<file path="config.mk">
export PLATFORM = sky130hd
export DESIGN_NAME = axi_ram_fill
export DESIGN_NICKNAME = d
export VERILOG_FILES = /design/src/rtl/axi_ram_fill_pkg.sv /design/src/rtl/axi_ram_fill.sv
export SDC_FILE = /design/constraint.sdc
export NUM_CORES = 1
export LEC_CHECK = 0
export CAP_MARGIN = 20
export CORE_MARGIN = 10
export CORE_UTILIZATION = 57
export DETAILED_ROUTE_END_ITERATION = 16
export PLACE_DENSITY = 0.89
export SLEW_MARGIN = 15
export SYNTH_ARGS = -nofsm -noshare
export SYNTH_HDL_FRONTEND = slang
export SYNTH_SLANG_ARGS = --single-unit
</file>
<file path="constraint.sdc">
create_clock -name clk -period 7.7 [get_ports clk]
set_input_delay 2.31 -clock clk [delete_from_list [all_inputs] [get_ports clk]]
set_output_delay 2.31 -clock clk [all_outputs]
set_load 0.02 [all_outputs]
</file>
<file path="src/rtl/axi_ram_fill_pkg.sv">
// Shared AXI constants, fill sequencer state type and burst-length helper.
package axi_ram_fill_pkg;

  localparam logic [1:0] AXI_BURST_INCR = 2'b01;
  localparam logic [1:0] AXI_RESP_OKAY  = 2'b00;

  typedef enum logic [1:0] {
    ST_IDLE,
    ST_AW,
    ST_W,
    ST_B
  } fill_state_t;

  // Beats for the next burst: limited by the words left, the burst cap and
  // the distance to the next 4 KiB boundary (addr_lo is word aligned).
  function automatic logic [8:0] fill_burst_beats(
    input logic [11:0]  addr_lo,
    input logic [31:0]  remaining,
    input logic [8:0]   max_len,
    input int unsigned  strb_shift
  );
    logic [12:0] to_boundary;
    logic [31:0] beats;
    to_boundary = 13'd4096 - {1'b0, addr_lo};
    beats       = 32'(to_boundary >> strb_shift);
    if (remaining < beats) beats = remaining;
    if ({23'd0, max_len} < beats) beats = {23'd0, max_len};
    return 9'(beats);
  endfunction

endpackage

</file>
<file path="src/rtl/axi_ram_fill.sv">
// Command-driven AXI4 write sequencer: fills a word region with a constant or
// incrementing pattern using INCR bursts, one burst outstanding at a time.
module axi_ram_fill
  import axi_ram_fill_pkg::*;
#(
  parameter int unsigned DATA_WIDTH    = 32,
  parameter int unsigned ADDR_WIDTH    = 16,
  parameter int unsigned STRB_WIDTH    = DATA_WIDTH / 8,
  parameter int unsigned ID_WIDTH      = 8,
  parameter int unsigned MAX_BURST_LEN = 16,
  parameter int unsigned FILL_ID       = 0
) (
  input  logic                  clk,
  input  logic                  rst,
  input  logic                  cmd_valid,
  output logic                  cmd_ready,
  input  logic [ADDR_WIDTH-1:0] cmd_addr,
  input  logic [ADDR_WIDTH-1:0] cmd_len,
  input  logic [DATA_WIDTH-1:0] cmd_pattern,
  input  logic                  cmd_incr,
  output logic                  busy,
  output logic                  done,
  output logic                  err,
  output logic [ID_WIDTH-1:0]   m_axi_awid,
  output logic [ADDR_WIDTH-1:0] m_axi_awaddr,
  output logic [7:0]            m_axi_awlen,
  output logic [2:0]            m_axi_awsize,
  output logic [1:0]            m_axi_awburst,
  output logic                  m_axi_awvalid,
  input  logic                  m_axi_awready,
  output logic [DATA_WIDTH-1:0] m_axi_wdata,
  output logic [STRB_WIDTH-1:0] m_axi_wstrb,
  output logic                  m_axi_wlast,
  output logic                  m_axi_wvalid,
  input  logic                  m_axi_wready,
  input  logic [ID_WIDTH-1:0]   m_axi_bid,
  input  logic [1:0]            m_axi_bresp,
  input  logic                  m_axi_bvalid,
  output logic                  m_axi_bready
);

  localparam int unsigned STRB_SHIFT = $clog2(STRB_WIDTH);
  localparam logic [8:0]  MAX_BEATS  = 9'(MAX_BURST_LEN);

  fill_state_t           state_q;
  logic [ADDR_WIDTH-1:0] addr_q;
  logic [ADDR_WIDTH-1:0] rem_q;
  logic [DATA_WIDTH-1:0] data_q;
  logic                  incr_q;
  logic [8:0]            beats_q;
  logic [8:0]            wcnt_q;
  logic                  err_acc_q;
  logic                  busy_q;
  logic                  done_q;
  logic                  err_q;
  logic                  awvalid_q;
  logic                  wvalid_q;
  logic                  wlast_q;
  logic                  bready_q;
  logic [ADDR_WIDTH-1:0] awaddr_q;
  logic [7:0]            awlen_q;

  logic [ADDR_WIDTH-1:0] cmd_addr_al;
  logic [ADDR_WIDTH-1:0] addr_adv;
  logic [ADDR_WIDTH-1:0] rem_adv;
  logic [ADDR_WIDTH-1:0] aw_addr_d;
  logic [ADDR_WIDTH-1:0] aw_rem_d;
  logic [8:0]            beats_d;
  logic                  bresp_bad;
  logic                  unused_bid;

  assign unused_bid = ^m_axi_bid;

  // Geometry of the burst about to be issued: from the new command while
  // idle, otherwise from the address/count advanced past the current burst.
  always_comb begin
    cmd_addr_al = cmd_addr & ~ADDR_WIDTH'(STRB_WIDTH - 1);
    addr_adv    = addr_q + ADDR_WIDTH'(32'(beats_q) << STRB_SHIFT);
    rem_adv     = rem_q - ADDR_WIDTH'(beats_q);
    if (state_q == ST_IDLE) begin
      aw_addr_d = cmd_addr_al;
      aw_rem_d  = cmd_len;
    end else begin
      aw_addr_d = addr_adv;
      aw_rem_d  = rem_adv;
    end
    beats_d   = fill_burst_beats(12'(aw_addr_d), 32'(aw_rem_d), MAX_BEATS, STRB_SHIFT);
    bresp_bad = (m_axi_bresp != AXI_RESP_OKAY);
  end

  // Sequencer FSM: IDLE -> AW -> W -> B -> (AW | IDLE), all outputs registered.
  always_ff @(posedge clk or posedge rst) begin
    if (rst) begin
      state_q   <= ST_IDLE;
      addr_q    <= '0;
      rem_q     <= '0;
      data_q    <= '0;
      incr_q    <= 1'b0;
      beats_q   <= '0;
      wcnt_q    <= '0;
      err_acc_q <= 1'b0;
      busy_q    <= 1'b0;
      done_q    <= 1'b0;
      err_q     <= 1'b0;
      awvalid_q <= 1'b0;
      wvalid_q  <= 1'b0;
      wlast_q   <= 1'b0;
      bready_q  <= 1'b0;
      awaddr_q  <= '0;
      awlen_q   <= '0;
    end else begin
      done_q <= 1'b0;
      err_q  <= 1'b0;
      case (state_q)
        ST_IDLE: begin
          if (cmd_valid) begin
            addr_q    <= cmd_addr_al;
            rem_q     <= cmd_len;
            data_q    <= cmd_pattern;
            incr_q    <= cmd_incr;
            err_acc_q <= 1'b0;
            if (cmd_len == '0) begin
              done_q <= 1'b1;
            end else begin
              busy_q    <= 1'b1;
              awvalid_q <= 1'b1;
              awaddr_q  <= cmd_addr_al;
              awlen_q   <= 8'(beats_d - 9'd1);
              beats_q   <= beats_d;
              state_q   <= ST_AW;
            end
          end
        end
        ST_AW: begin
          if (m_axi_awready) begin
            awvalid_q <= 1'b0;
            wvalid_q  <= 1'b1;
            wcnt_q    <= beats_q;
            wlast_q   <= (beats_q == 9'd1);
            state_q   <= ST_W;
          end
        end
        ST_W: begin
          if (m_axi_wready) begin
            data_q <= data_q + DATA_WIDTH'(incr_q);
            wcnt_q <= wcnt_q - 9'd1;
            // wcnt_q counts beats still to send including the current one
            wlast_q <= (wcnt_q == 9'd2);
            if (wlast_q) begin
              wvalid_q <= 1'b0;
              wlast_q  <= 1'b0;
              bready_q <= 1'b1;
              state_q  <= ST_B;
            end
          end
        end
        ST_B: begin
          if (m_axi_bvalid) begin
            bready_q  <= 1'b0;
            addr_q    <= addr_adv;
            rem_q     <= rem_adv;
            err_acc_q <= err_acc_q | bresp_bad;
            if (rem_adv == '0) begin
              done_q  <= 1'b1;
              err_q   <= err_acc_q | bresp_bad;
              busy_q  <= 1'b0;
              state_q <= ST_IDLE;
            end else begin
              awvalid_q <= 1'b1;
              awaddr_q  <= addr_adv;
              awlen_q   <= 8'(beats_d - 9'd1);
              beats_q   <= beats_d;
              state_q   <= ST_AW;
            end
          end
        end
        default: state_q <= ST_IDLE;
      endcase
    end
  end

  assign cmd_ready     = (state_q == ST_IDLE);
  assign busy          = busy_q;
  assign done          = done_q;
  assign err           = err_q;
  assign m_axi_awid    = ID_WIDTH'(FILL_ID);
  assign m_axi_awaddr  = awaddr_q;
  assign m_axi_awlen   = awlen_q;
  assign m_axi_awsize  = 3'(STRB_SHIFT);
  assign m_axi_awburst = AXI_BURST_INCR;
  assign m_axi_awvalid = awvalid_q;
  assign m_axi_wdata   = data_q;
  assign m_axi_wstrb   = '1;
  assign m_axi_wlast   = wlast_q;
  assign m_axi_wvalid  = wvalid_q;
  assign m_axi_bready  = bready_q;

endmodule

</file>
==> Flow_metrics.wiki, run 1 <==
{| class="wikitable"
! Metric !! Value
|-
| Status || finished clean
|-
| Internal Dissipation || 2.59 mW
|-
| Aggregate negative setup slack || 0 ps
|-
| Count of pins on the block boundary || 162
|-
| Hold_ws || 474 ps
|-
| Maximum number of pins on one net before global-route repair || 84
|-
| Total clock sinks || 117
|-
| Filler Cells Inserted || 1,135
|-
| Most used DFF post-synth || dfrtp_1
|-
| Standby leakage power || 4.33 nW
|-
| Path type of the worst setup path || in -> reg
|-
| Proportion of layout cells with a drive suffix above 1 || 6.91%
|-
| Startpoint type of the worst setup path || input port
|-
| Total chip power || 5.01 mW
|-
| Max-cap violations || 0
|-
| Number of detailed-route iterations in the first pass || 5
|-
| Fraction of synthesis flops using an asynchronous set or reset pin || 100%
|-
| Final hold vios || 0
|-
| Setup-failing EPs final || 0
|-
| Number of levels the H-tree was split into || 4
|-
| Detailed-route wire length || 24,900 microns
|-
| Power share of the combinational group || 62.8%
|-
| Clock tree root driver cell || clkbuf_16
|-
| Chip Width || 141 microns
|-
| Most common library cells after synthesis || 131 x nand2_1, 117 x dfrtp_1, 93 x a21oi_1
|-
| Critical path data arrival time || 7650 ps
|-
| Starting utilization of the core area || 57.9%
|-
| Finished layout cell area || 10,300 sq um
|-
| Part of the total power dissipated in the clock network || 14.9%
|-
| Total via count after detailed routing || 8,108
|-
| Routed via count divided by cell count || 6.18
|-
| Number of warnings reported in the yosys synthesis log || 0
|-
| Relative slew slack || 42.0%
|-
| Pins over their slew limit || 0
|-
| Sequential power share || 22.3%
|-
| Fmax || 137 MHz
|-
| Worst min-delay path category || reg -> reg
|-
| Vias in the first global route || 7,898
|-
| Standard cell area after detailed placement || 9730 sq um
|-
| Number of CTS-inserted buffers || 17
|-
| Row count || 44
|-
| Switching share of power || 48.3%
|-
| Buffers from clock root to sink, at most || 2
|-
| Setup slack after layout || 399 ps
|-
| Count of routing violations after the opening detailed-route iteration || 678
|-
| Main area contributors after synthesis || dfrtp_1 35%, nand2_1 5.9%, a21oi_1 5.6%, ha_1 5.5%, o21ai_0 5.1%
|-
| TritonCTS clock tree || built
|-
| P_sw || 2.42 mW
|-
| Latest clock arrival within the worst-skew pair || 420 ps
|-
| Number of nets in the final layout || 1,235
|-
| Unique cell type count in the Yosys netlist || 88
|-
| Number of buffer cells added on primary ports || 134
|-
| N_diodes || 0
|-
| Number of instances in the synthesized netlist || 1,002
|-
| Dpl hpwl || 18,000 microns
|-
| Routability congestion estimate from global placement || 0.938
|-
| Worst slack after detailed placement || 143 ps
|-
| VDD IR-drop max || 0.309 mV
|-
| Antenna violations before repair || 0
|-
| Setup crit end kind || register
|-
| Setup clock skew after layout || 6.23 ps
|-
| Hold-fix buffer count after cts || 0
|-
| Seq cells post-synth || 117
|-
| Critical Path RT || 8050 ps
|-
| Power per standard cell area || 486 nW/um^2
|-
| Post-route fraction of the period consumed by the critical path || 94.8%
|-
| Synthesized area per cell || 8.34 sq um
|-
| Floorplan die area || 19,900 sq um
|-
| Resize count post-CTS || 0
|-
| Most numerous cell in the Yosys netlist || nand2_1
|-
| Biggest area consumer among synthesized cells || dfrtp_1
|-
| Placeable Area || 14,400 sq um
|-
| Total routing usage reported by global routing || 24.4%
|-
| Number of design rule violations left after detail routing || 0
|-
| RSZ-0062 raised after global routing || false
|-
| Wire length of the first global-routing pass || 40,200 microns
|-
| Remaining antenna violation count after routing || 0
|-
| Pin slew with the least headroom to its limit || 869 ps
|-
| Synthesized cell area || 8360 sq um
|-
| Sequential-to-total area share from yosys stat || 35.0%
|-
| Yosys top cell area share || 35.0%
|-
| Die extent in y || 141 microns
|-
| Synthesis-to-finish area growth || 23.2%
|-
| Clock input transition at the sequential cells of the worst setup and hold paths || 60 ps
|-
| EDFF count, synth || 0
|-
| Setup fix buffers added after clock tree synthesis || 0
|-
| Final period demand of the worst path || 7300 ps
|-
| Largest fanout on the critical path || 13
|-
| Detailed-route wire length per cell || 19.0 microns
|-
| Sum of overflow across all layers after global routing || 0
|}
==> kinds of logic (layout without fill, tap and decap cells) <==
group	Yosys count	count (layout)	share of synthesized area [%]
multiplexers	38	38	5.00
AO/OA/AOI/OAI	334	334	25.9
other	2	17	0.0899
XOR/XNOR	23	23	2.41
adder cells (fa/ha/maj)	39	39	6.02
flip-flops	117	117	35.0
buffers and inverters	103	214	5.81
AND/OR/NAND/NOR	346	346	19.7
==> through the flow <==
step,cells,util (%)
floorplan,1017,-
global placement,1279,67.5
detailed placement,1279,67.5
CTS,1311,71.3
global route,1312,71.4
finish,1312,71.4
==> registers in the layout, indices dropped and copies added, names as in the netlist, 2 cells and up <==
signal / cells
m_axi_wdata: 32
m_axi_awaddr: 16
state_q: 2
wcnt_q: 9
addr_q: 16
rem_q: 16
m_axi_awlen: 8
beats_q: 9
==> placed cells by master, fill, tap and decap left out, types with 22 or more instances in the layout <==
cell type,n
inv_1,34
o21ai_0,86
nor2_1,71
nand2_1,131
mux2i_1,26
nand3_1,28
o22ai_1,22
clkdlybuf4s50_1,134
a21oi_1,93
dfrtp_1,117
ha_1,34
==> layout make-up <==
| class | count | area [sq um] | area share, % |
|---|---|---|---|
| multi-input combinational | 797 | 5020 | 48.7 |
| sequential | 117 | 2930 | 28.4 |
| timing repair buffer | 144 | 1430 | 13.9 |
| clock buffer | 23 | 468 | 4.54 |
| tap | 184 | 230 | 2.24 |
| inverter | 38 | 145 | 1.41 |
| clock inverter | 9 | 78.8 | 0.765 |
==> worst paths after layout <==
kind / slack (ps) / end / from / cells after the start
min in group asynchronous: 2390 / m_axi_wdata[23] / rst / 2
max in group asynchronous: 4050 / m_axi_awlen[3] / rst / 3
max reg2reg: 1310 / m_axi_awlen[2] / beats_q[0] / 23
min reg2reg: 470 / m_axi_awlen[5] / m_axi_awlen[5] / 1
min: 470 / m_axi_awlen[5] / m_axi_awlen[5] / 1
max: 400 / m_axi_awlen[2] / cmd_addr[4] / 20
==> routing by layer <==
metal,part of all wire (%),GRT usage [%]
met1,42,31.3
met2,45,38.7
met3,9.5,5.95
met4,2.8,9.73
met5,0,0
==> power groups by stage <==
stage	Combinational (mW)	Sequential, mW	Clock, mW
floorplan	2.08	1.22	0
global placement	2.98	1.11	0
detailed placement	3.06	1.12	0
CTS	3.09	1.11	0.750
global route	3.46	1.15	0.780
finish	3.14	1.12	0.744
==> worst max-delay path, cell delays in order <==
cell             delay (ps)
clkdlybuf4s50_1         440
mux2_2                  310
or3_1                   430
a2111oi_2               470
nand2_1                 170
nor2b_1                 230
nor2b_1                 320
nand2_1                 130
xor2_1                  190
ha_1                    320
a21o_1                  170
a21oi_1                 150
o21a_1                  140
o211a_1                 140
o2111a_2                360
mux2i_1                 220
a211o_1                 350
ha_1                    230
or3_1                   380
a31oi_1                 160
(Power assumes the default switching activity.)
==> run 2, diff against run 1 <==
--- a/config.mk
+++ b/config.mk
@@ -9,7 +9,7 @@
 export CORE_MARGIN = 10
 export CORE_UTILIZATION = 57
 export DETAILED_ROUTE_END_ITERATION = 16
-export PLACE_DENSITY = 0.89
+export PLACE_DENSITY = 0.87
 export SLEW_MARGIN = 15
 export SYNTH_ARGS = -nofsm -noshare
 export SYNTH_HDL_FRONTEND = slang
==> Flow_metrics.wiki, run 2 (synthesis gave the netlist of run 1 again) <==
{| class="wikitable"
! Metric !! Value
|-
| Non-filler instance count after layout || 1,309 (-0.23%)
|-
| Starting utilization of the core area || 57.9% (unchanged)
|-
| Setup-failing EPs final || 0 (unchanged)
|-
| Number of flip-flops in the largest register || 32 (unchanged)
|-
| Detailed-route wire length || 24,700 microns (-0.77%)
|-
| Maximum number of pins on one net before global-route repair || 84 (unchanged)
|-
| Largest fanout on the critical path || 13 (unchanged)
|-
| Number of design rule violations left after detail routing || 0 (unchanged)
|-
| Dpl hpwl || 17,900 microns (-0.43%)
|-
| Worst slack after detailed placement || 195 ps (+52.0 ps)
|-
| Vias in the first global route || 7,897 (-0.013%)
|-
| Post-route fraction of the period consumed by the critical path || 92.7% (-2.1 points)
|-
| Chip Width || 141 microns (unchanged)
|-
| Antenna violations before repair || 0 (unchanged)
|-
| Worst-case reg-to-reg path depth || 23 (unchanged)
|-
| Clock input transition at the sequential cells of the worst setup and hold paths || 50 ps (about the same)
|-
| Startpoint of the most critical register-to-register path || beats_q[0]
|-
| Number of levels the H-tree was split into || 4 (unchanged)
|-
| Buffers from clock root to sink, at most || 2 (unchanged)
|-
| Core utilization of the finished layout || 71.6% (+0.22 points)
|-
| Number of nets in the final layout || 1,235 (unchanged)
|-
| Hold_ws || 478 ps (+3.59 ps)
|-
| Number of detailed-route iterations in the first pass || 5 (unchanged)
|-
| Pin slew with the least headroom to its limit || 1030 ps (+162 ps)
|-
| Startpoint type of the worst setup path || input port
|-
| Resize count post-CTS || 0 (unchanged)
|-
| Row count || 44 (unchanged)
|-
| TritonCTS clock tree || built
|-
| Detailed-route wire length per cell || 18.9 microns (-0.54%)
|-
| Aggregate negative setup slack || 0 ps (unchanged)
|-
| Pins over their slew limit || 0 (unchanged)
|-
| Clock tree root driver cell || clkbuf_16
|-
| Most used cells in the layout excluding fill and tap cells || 134 x clkdlybuf4s50_1, 131 x nand2_1, 117 x dfrtp_1
|-
| N_diodes || 0 (unchanged)
|-
| Count of pins on the block boundary || 162 (unchanged)
|-
| Standard cell area after detailed placement || 9740 sq um (about the same)
|-
| Fmax || 140 MHz (+2.3%)
|-
| Total chip power || 5.04 mW (+0.68%)
|-
| Worst min-delay path category || reg -> reg
|-
| RR Endpoint || m_axi_awlen[2]
|-
| Buffer and inverter count on the worst path || 1 (unchanged)
|-
| Final hold vios || 0 (unchanged)
|-
| Placeable Area || 14,400 sq um (unchanged)
|-
| Standby leakage power || 4.34 nW (+0.44%)
|-
| Sum of overflow across all layers after global routing || 0 (unchanged)
|-
| Power per standard cell area || 488 nW/um^2 (+0.37%)
|-
| Number of buffer cells added on primary ports || 134 (unchanged)
|-
| Relative slew slack || 31.2% (-11 points)
|-
| Total clock sinks || 117 (unchanged)
|-
| Proportion of layout cells with a drive suffix above 1 || 6.67% (-0.25 points)
|-
| Status || finished clean
|-
| Critical Path RT || 8040 ps (about the same)
|-
| Critical path data arrival time || 7480 ps (-170 ps)
|-
| Placed cells || 1,280 (+0.078%)
|-
| Endpoint of the worst hold path || m_axi_awaddr[9]
|-
| Critical path cell sequence || clkdlybuf4s50_1 > mux2_2 > or3_1 > a2111oi_2 > nand2_1 > nor2b_1 > nor2b_1 > nand2_1 > xor2_1 > ha_1 > a21o_1 > a21oi_1 > o21a_1 > o211a_1 > o2111a_2 > mux2i_1 > a211o_1 > ha_1 > or3_1 > a31oi_1
|-
| Path type of the worst setup path || in -> reg
|-
| Leading cell type in the layout, fill and taps excluded || clkdlybuf4s50_1
|-
| Total via count after detailed routing || 8,132 (+0.30%)
|-
| Register-to-register setup slack || 1480 ps (+170 ps)
|-
| Floorplan die area || 19,900 sq um (unchanged)
|-
| Family of cells with the greatest summed delay on the critical path || compound AO/OA/AOI/OAI gates
|-
| Setup fix buffers added after clock tree synthesis || 0 (unchanged)
|-
| Remaining antenna violation count after routing || 0 (unchanged)
|-
| Max-cap violations || 0 (unchanged)
|-
| Routed via count divided by cell count || 6.21 (+0.53%)
|-
| Final period demand of the worst path || 7140 ps (-165 ps)
|-
| Setup crit end kind || register
|-
| Master of the slowest instance on the critical path || clkdlybuf4s50_1
|-
| Routability congestion estimate from global placement || 0.939 (+0.13%)
|-
| Number of CTS-inserted buffers || 17 (unchanged)
|-
| Die extent in y || 141 microns (unchanged)
|-
| Setup clock skew after layout || 8.14 ps (+1.91 ps)
|-
| Source of the worst hold timing path || m_axi_awaddr[9]
|-
| Hold-fix buffer count after cts || 0 (unchanged)
|-
| VDD IR-drop max || 0.279 mV (-9.7%)
|-
| Filler Cells Inserted || 1,150 (+1.3%)
|-
| Largest stage delay, worst path || 450 ps (-20 ps)
|-
| Cell depth of the worst hold path || 2 (+1)
|-
| Setup slack after layout || 564 ps (+165 ps)
|-
| Wire length of the first global-routing pass || 40,400 microns (+0.55%)
|-
| Latest clock arrival within the worst-skew pair || 420 ps (about the same)
|-
| Finished layout cell area || 10,300 sq um (+0.30%)
|-
| Synthesis-to-finish area growth || 23.6%
|-
| Count of routing violations after the opening detailed-route iteration || 717 (+5.8%)
|-
| RSZ-0062 raised after global routing || false
|-
| Total routing usage reported by global routing || 24.5% (+0.071 points)
|}
## run 2: tightest hold or removal path: stages, from the launching register on
cell and delay, ps:
dfrtp_1 340, nand2_1 40, o21ai_0 60
## run 2: layout make-up
cell class / instances / area, sq um / area share (%)
Sequential cell: 117 / 2930 / 28.3
Tap cell: 184 / 230 / 2.23
Clock buffer: 25 / 495 / 4.80
Inverter: 38 / 145 / 1.40
Multi-Input combinational cell: 797 / 5020 / 48.6
Clock inverter: 4 / 95.1 / 0.920
Timing Repair Buffer: 144 / 1420 / 13.7
## run 2: report_power, final
group	internal [mW]	leakage, nW	switching, mW
logic	1.24	2.65	1.87
registers	0.875	1.40	0.247
clock network	0.537	0.289	0.273
total	2.65	4.34	2.39
## run 2: worst max-delay path by stage
stage | slack, ps | depth (start not counted) | end | from
2_1_floorplan | 1260 | 20 | m_axi_awlen[2] | cmd_addr[4]
3_5_place_dp | 200 | 20 | m_axi_awlen[2] | cmd_addr[4]
5_1_grt | 270 | 20 | m_axi_awlen[2] | cmd_addr[4]
3_3_place_gp | 340 | 20 | m_axi_awlen[2] | cmd_addr[4]
6_report | 560 | 20 | m_axi_awlen[2] | cmd_addr[4]
4_1_cts | 620 | 20 | m_axi_awlen[2] | cmd_addr[4]
## run 2: per-layer routing
layer | global-route usage, % | wire [microns] | vias to the layer above
met5 | 0 | 0 | -
met3 | 7.63 | 2530 | 55
met1 | 30.8 | 10200 | 3813
met2 | 37.9 | 11200 | 413
li1 | - | - | 3851
met4 | 10.4 | 784 | 0
==> run 3, diff against run 2 <==
--- a/config.mk
+++ b/config.mk
@@ -9,7 +9,7 @@
 export CORE_MARGIN = 10
 export CORE_UTILIZATION = 57
 export DETAILED_ROUTE_END_ITERATION = 16
-export PLACE_DENSITY = 0.87
+export PLACE_DENSITY = 0.83
 export SLEW_MARGIN = 15
 export SYNTH_ARGS = -nofsm -noshare
 export SYNTH_HDL_FRONTEND = slang
==> Flow_metrics.wiki, run 3 (synthesis gave the netlist of run 1 again) <==
{| class="wikitable"
! Metric !! Value
|-
| Status || finished clean
|-
| Number of detailed-route iterations in the first pass || 5 (unchanged)
|-
| Setup crit end kind || register
|-
| Number of design rule violations left after detail routing || 0 (unchanged)
|-
| Max-cap violations || 0 (unchanged)
|-
| Floorplan die area || 19,900 sq um (unchanged)
|-
| Standard cell area after detailed placement || 9740 sq um (unchanged)
|-
| Routability congestion estimate from global placement || 0.936 (-0.27%)
|-
| Detailed-route wire length per cell || 18.8 microns (-0.24%)
|-
| Critical path data arrival time || 7230 ps (-250 ps)
|-
| Die extent in y || 141 microns (unchanged)
|-
| Chip Width || 141 microns (unchanged)
|-
| Relative slew slack || 41.6% (+10 points)
|-
| Setup-failing EPs final || 0 (unchanged)
|-
| Placed cells || 1,280 (unchanged)
|-
| Aggregate negative setup slack || 0 ps (unchanged)
|-
| Power per standard cell area || 488 nW/um^2 (about the same)
|-
| Pin slew with the least headroom to its limit || 875 ps (-156 ps)
|-
| Row count || 44 (unchanged)
|-
| Dpl hpwl || 17,800 microns (-0.43%)
|-
| Hold-fix buffer count after cts || 0 (unchanged)
|-
| Internal Dissipation || 2.66 mW (+0.30%)
|-
| Number of buffer cells added on primary ports || 134 (unchanged)
|-
| Most used cells in the layout excluding fill and tap cells || 134 x clkdlybuf4s50_1, 131 x nand2_1, 117 x dfrtp_1
|-
| Maximum number of pins on one net before global-route repair || 85 (+1.2%)
|-
| Power share of the combinational group || 61.3% (-0.4 points)
|-
| Final hold vios || 0 (unchanged)
|-
| Latest clock arrival within the worst-skew pair || 430 ps (about the same)
|-
| Number of levels the H-tree was split into || 4 (unchanged)
|-
| P_sw || 2.42 mW (+1.2%)
|-
| Post-route fraction of the period consumed by the critical path || 89.4% (-3.3 points)
|-
| Setup fix buffers added after clock tree synthesis || 0 (unchanged)
|-
| TritonCTS clock tree || built
|-
| Starting utilization of the core area || 57.9% (unchanged)
|-
| Setup slack after layout || 820 ps (+256 ps)
|-
| Count of routing violations after the opening detailed-route iteration || 659 (-8.1%)
|-
| Pins over their slew limit || 0 (unchanged)
|-
| Clock input transition at the sequential cells of the worst setup and hold paths || 60 ps (about the same)
|-
| Worst slack after detailed placement || 439 ps (+244 ps)
|-
| Sum of overflow across all layers after global routing || 0 (unchanged)
|-
| Switching share of power || 47.6% (+0.22 points)
|-
| Remaining antenna violation count after routing || 0 (unchanged)
|-
| Leading cell type in the layout, fill and taps excluded || clkdlybuf4s50_1
|-
| Standby leakage power || 4.37 nW (+0.69%)
|-
| Startpoint type of the worst setup path || input port
|-
| Final period demand of the worst path || 6880 ps (-256 ps)
|-
| Total clock sinks || 117 (unchanged)
|-
| Total via count after detailed routing || 8,009 (-1.5%)
|-
| VDD IR-drop max || 0.279 mV (-0.15%)
|-
| Number of nets in the final layout || 1,236 (+0.081%)
|-
| Total routing usage reported by global routing || 24.1% (-0.35 points)
|-
| Resize count post-CTS || 0 (unchanged)
|-
| Count of pins on the block boundary || 162 (unchanged)
|-
| Synthesis-to-finish area growth || 24.4%
|-
| Part of the total power dissipated in the clock network || 16.6% (+0.5 points)
|-
| Finished layout cell area || 10,400 sq um (+0.63%)
|-
| Vias in the first global route || 7,640 (-3.3%)
|-
| Buffers from clock root to sink, at most || 2 (unchanged)
|-
| Clock tree root driver cell || clkbuf_16
|-
| Wire length of the first global-routing pass || 39,600 microns (-2.0%)
|-
| Routed via count divided by cell count || 6.10 (-1.8%)
|-
| Path type of the worst setup path || in -> reg
|-
| Antenna violations before repair || 0 (unchanged)
|-
| Placeable Area || 14,400 sq um (unchanged)
|-
| Number of CTS-inserted buffers || 17 (unchanged)
|-
| Register-to-register setup slack || 1750 ps (+270 ps)
|-
| Setup clock skew after layout || 9.04 ps (+0.899 ps)
|-
| Non-filler instance count after layout || 1,313 (+0.31%)
|-
| RSZ-0062 raised after global routing || false
|-
| Fmax || 145 MHz (+3.7%)
|-
| Worst min-delay path category || reg -> reg
|-
| N_diodes || 0 (unchanged)
|-
| Number of flip-flops in the largest register || 32 (unchanged)
|-
| Largest fanout on the critical path || 12 (-1)
|-
| Sequential power share || 22.1% (-0.2 points)
|-
| Proportion of layout cells with a drive suffix above 1 || 7.44% (+0.77 points)
|-
| Detailed-route wire length || 24,700 microns (about the same)
|-
| Critical Path RT || 8050 ps (about the same)
|}
==> run 3: critical path, cell delays in order <==
cell and delay, ps:
clkdlybuf4s50_1 430, mux2_2 300, or3_1 430, a2111oi_2 450, nand2_1 160, nor2b_1 210
nor2b_1 270, nand2_1 110, xor2_1 180, ha_1 300, a21o_1 160, a21oi_1 140
o21a_1 140, o211a_1 140, o2111a_2 210, buf_4 190, nor2_1 60, a211o_1 270
ha_1 230, or3_1 370, a31oi_1 180
==> run 3: worst paths after layout <==
path / startpoint / end / depth (start not counted)
setup / recovery: cmd_addr[4] / m_axi_awlen[2] / 21
setup reg to reg: beats_q[0] / m_axi_awlen[2] / 24
hold / removal: m_axi_awaddr[6] / m_axi_awaddr[6] / 2
max in group asynchronous: rst / addr_q[13] / 3
hold reg to reg: m_axi_awaddr[6] / m_axi_awaddr[6] / 2
min in group asynchronous: rst / m_axi_wdata[22] / 2
==> run 3: routing by layer <==
layer / global-route usage [%] / wire length [microns] / up-vias
met5: 0 / 0 / -
li1: - / - / 3859
met2: 39.1 / 11500 / 360
met4: 9.02 / 714 / 0
met1: 30.3 / 10300 / 3733
met3: 5.98 / 2200 / 57
==> run 3: layout make-up <==
| class | instances | area, sq um |
|---|---|---|
| Tap cell | 184 | 230 |
| Multi-Input combinational cell | 797 | 5020 |
| Fill cell | 1118 | 4030 |
| Timing Repair Buffer | 145 | 1440 |
| Clock inverter | 11 | 146 |
| Clock buffer | 21 | 480 |
| Inverter | 38 | 145 |
| Sequential cell | 117 | 2930 |
==> run 3: power groups by stage <==
stage | clock (mW) | combinational, mW | sequential, mW
final | 0.845 | 3.11 | 1.12
after global routing | 0.876 | 3.42 | 1.15
after CTS | 0.849 | 3.09 | 1.12
after detailed placement | 0 | 3.05 | 1.12
after global placement | 0 | 3.00 | 1.11
after floorplan | 0 | 2.08 | 1.22
==> run 3: per-stage QoR <==
step	hold slack, ps	total power, mW	util, %
after floorplan	452	3.31	-
after CTS	486	5.05	71.9
final	480	5.08	72.1
after global routing	513	5.45	72.1
after global placement	459	4.11	67.5
after detailed placement	472	4.18	67.5
